**config.mk**
```make
export PLATFORM = sky130hd
export DESIGN_NAME = dffram_arbiter
export DESIGN_NICKNAME = d
export VERILOG_FILES = /design/src/rtl/dffram_arbiter.sv
export SDC_FILE = /design/constraint.sdc
export NUM_CORES = 1
export LEC_CHECK = 0
export ABC_AREA = 1
export BUFFER_PORTS_ARGS = -buffer_cell sky130_fd_sc_hd__buf_2
export CELL_PAD_IN_SITES_DETAIL_PLACEMENT = 1
export CELL_PAD_IN_SITES_GLOBAL_PLACEMENT = 1
export CORE_ASPECT_RATIO = 0.6
export CORE_UTILIZATION = 34
export CTS_BUF_LIST = sky130_fd_sc_hd__clkbuf_8
export DETAILED_ROUTE_END_ITERATION = 6
export PLACE_DENSITY = 0.92
export SYNTH_ARGS = -nofsm -noshare
export SYNTH_HDL_FRONTEND = slang
export SYNTH_SLANG_ARGS = --single-unit
export TNS_END_PERCENT = 1
```
**constraint.sdc**
```tcl
create_clock -name core_clk -period 1.98 [get_ports core_clk]
set_input_delay 0.099 -clock core_clk [delete_from_list [all_inputs] [get_ports core_clk]]
set_output_delay 0.099 -clock core_clk [all_outputs]
set_load 0.01 [all_outputs]
```
**src/rtl/dffram_arbiter.sv**
```systemverilog
// Shares one single-port DFFRAM between the mgmt core port and a read-only housekeeping port.
// Each access walks IDLE -> ACC -> RD -> ACK; starve_cnt bounds how long housekeeping waits.
module dffram_arbiter #(
    parameter int unsigned AW              = 8,
    parameter int unsigned DW              = 32,
    parameter int unsigned MAX_CORE_GRANTS = 2
) (
    input  logic          core_clk,
    input  logic          core_rst,
    input  logic          m_req,
    input  logic [3:0]    m_we,
    input  logic [AW-1:0] m_addr,
    input  logic [DW-1:0] m_wdata,
    output logic          m_ack,
    output logic [DW-1:0] m_rdata,
    input  logic          h_req,
    input  logic [AW-1:0] h_addr,
    output logic          h_ack,
    output logic [DW-1:0] h_rdata,
    output logic          ram_en,
    output logic [3:0]    ram_we,
    output logic [AW-1:0] ram_a,
    output logic [DW-1:0] ram_di,
    input  logic [DW-1:0] ram_do,
    output logic          busy
);

    typedef enum logic [1:0] {StIdle, StAcc, StRd, StAck} state_e;

    localparam logic [3:0] MaxGrants = 4'(MAX_CORE_GRANTS);

    state_e     state_q;
    logic       owner_hk_q;
    logic [3:0] starve_cnt_q;
    logic       grant_hk;

    // Housekeeping wins when alone, or once the core has used up its consecutive grants.
    assign grant_hk = h_req && (!m_req || (starve_cnt_q >= MaxGrants));

    always_ff @(posedge core_clk) begin
        if (core_rst) begin
            state_q      <= StIdle;
            owner_hk_q   <= 1'b0;
            starve_cnt_q <= 4'd0;
            ram_en       <= 1'b0;
            ram_we       <= 4'd0;
            ram_a        <= '0;
            ram_di       <= '0;
            m_ack        <= 1'b0;
            h_ack        <= 1'b0;
            m_rdata      <= '0;
            h_rdata      <= '0;
            busy         <= 1'b0;
        end else begin
            unique case (state_q)
                StIdle: begin
                    if (m_req || h_req) begin
                        state_q    <= StAcc;
                        busy       <= 1'b1;
                        ram_en     <= 1'b1;
                        owner_hk_q <= grant_hk;
                        if (grant_hk) begin
                            ram_a        <= h_addr;
                            ram_we       <= 4'd0;
                            ram_di       <= '0;
                            starve_cnt_q <= 4'd0;
                        end else begin
                            ram_a  <= m_addr;
                            ram_we <= m_we;
                            ram_di <= m_wdata;
                            if (!h_req) begin
                                starve_cnt_q <= 4'd0;
                            end else if (starve_cnt_q < MaxGrants) begin
                                starve_cnt_q <= starve_cnt_q + 4'd1;
                            end
                        end
                    end else begin
                        starve_cnt_q <= 4'd0;
                    end
                end
                StAcc: begin
                    state_q <= StRd;
                    ram_en  <= 1'b0;
                    ram_we  <= 4'd0;
                    ram_di  <= '0;
                end
                StRd: begin
                    state_q <= StAck;
                    if (owner_hk_q) begin
                        h_rdata <= ram_do;
                        h_ack   <= 1'b1;
                    end else begin
                        m_rdata <= ram_do;
                        m_ack   <= 1'b1;
                    end
                end
                StAck: begin
                    // Requests are ignored here so a req still held during its ack is not re-accepted.
                    state_q <= StIdle;
                    m_ack   <= 1'b0;
                    h_ack   <= 1'b0;
                    busy    <= 1'b0;
                end
                default: state_q <= StIdle;
            endcase
        end
    end

endmodule
```
==> flow_summary.ini <==
[run_status]
status = completed

[synthesis]
seq_area_frac_synth_pct = 53.3
netlist.top_cell.by_area = dfxtp_1
avgSynthCellArea_sq_um = 7.87
unique_masters_post_synth = 20
synth_cells = 568
synth_warnings = 0
asr_flop_ratio_synth_pct = 0
yosysTopAreaCellShare_pct = 53.3
syn_area_sq_um = 4470
synth_seq_cells = 119
synth-edff-count = 0
synth_nets = 663
yosys-top-cells-area = dfxtp_1 (53%), nor2_1 (13%), o21ai_0 (7.8%)
predominant_post_synthesis_flop_cell = dfxtp_1

[critical_path]
regToRegSetupSlack_ns = 0.22
worstSetupStartpointType = register
kind_of_end_point_of_the_critical_path = register
critical-path-max-stage-delay_ns = 0.43
cp_data_arrival_time_ns = 2.10
cp_max_fanout = 37
timing.critical_path.required_ns = 2.32
cp.buffers_inverters = 1
crit_path_cell_trace = inv_1 -> ha_1 -> o21ai_4 -> nor2_8 -> nand3_1 -> a21oi_1
path_delay_family = simple AND/OR/NAND/NOR gates
criticalPathCategory = reg -> reg
cpMaxStageDelayCell = nor2_8

[floorplan]
rows = 32
die_area_sq_um = 13600
design.portCount = 200
initial_utilization_pct = 34.8
fp.dieW_um = 150
die_height_um = 90.8
coreArea_sq_um = 12900

[global_route]
globalRouteMet3Util_pct = 6.16
grt_antenna_before_repair = 0
global_route.overflow_total = 0
grt_start_max_net_pins = 70
busiest_layer_in_global_routing = met2
via_count_of_the_first_global_routing_pass = 5230
grt_util_all_layers_pct = 24.2
use_met2_pct = 42.7
grt_pass1_wl_um = 25600
grt_util_met1_pct = 27.3

[layout]
finalInstanceArea_sq_um = 6810
post_route_cells_drive_above_1_share_pct = 29.0
areaGrowthSynthToFinish_pct = 52.2
nNetsFinal = 936
antenna-diode-count = 0

[clock_tree]
clock_path_buffers = 2
cts_inserted_buffers = 17
postCtsResizedCells = 0
clock-sinks = 119
tritoncts = built
cts-htree-levels = 4
worstSkewPairLatency_ns = 0.42
cts-root-buf = clkbuf_8
path_clk_slew_ns = 0.08

[pwr]
total_leakage_power_uw = 0.00318
powerDensity_nw_per_um2 = 1220
ir_worst_vdd_mv = 0.495
report.power.total_uw = 8310

[sta]
worst-slew-pin-transition_ns = 0.584
hold_viol = 0
achievable-frequency_mhz = 568
finalCriticalPeriod_ns = 1.76
finalSetupTns_ns = 0
fin_skew_ns = 0.0159
final_min_period_over_clock_period_pct = 89.0
final_max_slew_viol_count = 0
slew-limit-headroom_pct = 61.1
rsz0062_at_grt = no
setup-violations-final = 0

[placement]
finalWeightedCongestion = 0.789
dp.final_hpwl_um = 9660
post_dp_cell_area_sq_um = 5590
io_buffer_count = 199

[routing]
drt_first_pass_iters = 4
vias_per_cell = 4.76
drt-total-wl_um = 16000
ant_nets = 0
drt_first_iter_violations = 159
wl_per_cell_um = 15.6
route.detailed.drc = 0
via_count = 4871

[job]
max_cap_viols = 0

[min_path]
worst_hold_path_type = in -> reg
-- area by class of cell --
| cell class | instances | area, sq um |
|---|---|---|
| clock buffers | 19 | 262 |
| fillers | 1614 | 6050 |
| inverters | 18 | 67.6 |
| flip-flops and latches | 119 | 2380 |
| multi-input cells | 393 | 1810 |
| clock inverters | 13 | 124 |
| repair buffers | 292 | 1950 |
| well taps | 170 | 213 |
-- cells in the mapped netlist, types with 5 or more instances --
master / count
nor2_1: 151
dfxtp_1: 119
o21ai_0: 70
nand2_1: 59
nand3_1: 54
a21oi_1: 43
inv_1: 16
clkbuf_1: 15
buf_2: 13
ha_1: 7
buf_4: 5
buf_6: 5
-- path summary, 6_finish.rpt --
check,to,from,depth (start not counted)
max,ram_we[2]$_SDFFE_PP0P_,state_q[1]$_SDFFE_PP0P_,6
min,ram_a[0]$_SDFFE_PP0P_,h_addr[0],5
max reg2reg,ram_we[2]$_SDFFE_PP0P_,state_q[1]$_SDFFE_PP0P_,6
min reg2reg,ram_di[30]$_SDFFE_PP0P_,ram_di[30]$_SDFFE_PP0P_,2
-- where the power goes --
| group | switching [uW] | internal (uW) | total (uW) |
|---|---|---|---|
| combinational | 1820 | 1170 | 2990 |
| sequential | 288 | 2920 | 3210 |
| clock | 1050 | 1070 | 2120 |
| total | 3160 | 5160 | 8310 |
-- flip-flops by register name, indices dropped and copies added, names as in the netlist --
signal and count:
h_rdata 32, m_ack 1, owner_hk_q 1, state_q 2, h_ack 1, starve_cnt_q 4, busy 1, ram_en 1
ram_we 4, ram_di 32, ram_a 8, m_rdata 32
-- repair_timing --
item,4_1_cts,5_1_grt
buffers inserted,0,0
hold endpoints to repair,108,0
hold buffers,83,0
-- worst reg2reg max path: stages, from the launching register on --
cell and delay (ns):
dfxtp_1 0.33, inv_1 0.13, ha_1 0.32, o21ai_4 0.14
nor2_8 0.43, nand3_1 0.18, a21oi_1 0.17
-- per-stage QoR --
stage	util [%]	hold WS (ns)	std cells	setup slack (ns)
after global placement	43.5	0.347	909	0.385
after global routing	53.0	0.0669	1024	0.0457
after CTS	53.0	0.0131	1024	0.232
final	53.0	0.0424	1024	0.218
after floorplan	-	0.248	568	0.552
after detailed placement	43.5	0.366	909	0.243
-- placed cells by master, fill, tap and decap left out, types with 6 or more instances in the layout --
master / instances
a21oi_1: 43
buf_2: 199
buf_4: 6
clkbuf_8: 19
clkinvlp_4: 6
dfxtp_1: 119
dlygate4sd3_1: 83
ha_1: 7
inv_1: 16
nand2_1: 59
nand3_1: 54
nor2_1: 151
o21ai_0: 70
-- metal layers --
metal	vias to the layer above	part of all wire [%]	wire length [um]
met5	-	0	0
met2	148	49	7880
met1	2304	44	6980
li1	2388	-	-
met3	31	4.9	777
met4	0	2.2	348
-- cell families (layout without fill, tap and decap cells) --
| kind of cell | Yosys count | after routing | share of synthesized area [%] |
|---|---|---|---|
| AND/OR/NAND/NOR | 268 | 268 | 24.6 |
| flip-flops | 119 | 119 | 53.3 |
| adder cells (fa/ha/maj) | 7 | 7 | 1.96 |
| XOR/XNOR | 2 | 2 | 0.392 |
| AO/OA/AOI/OAI | 116 | 116 | 13.5 |
| buffers and inverters | 56 | 342 | 6.32 |
Power figures use the tool's default switching activity.
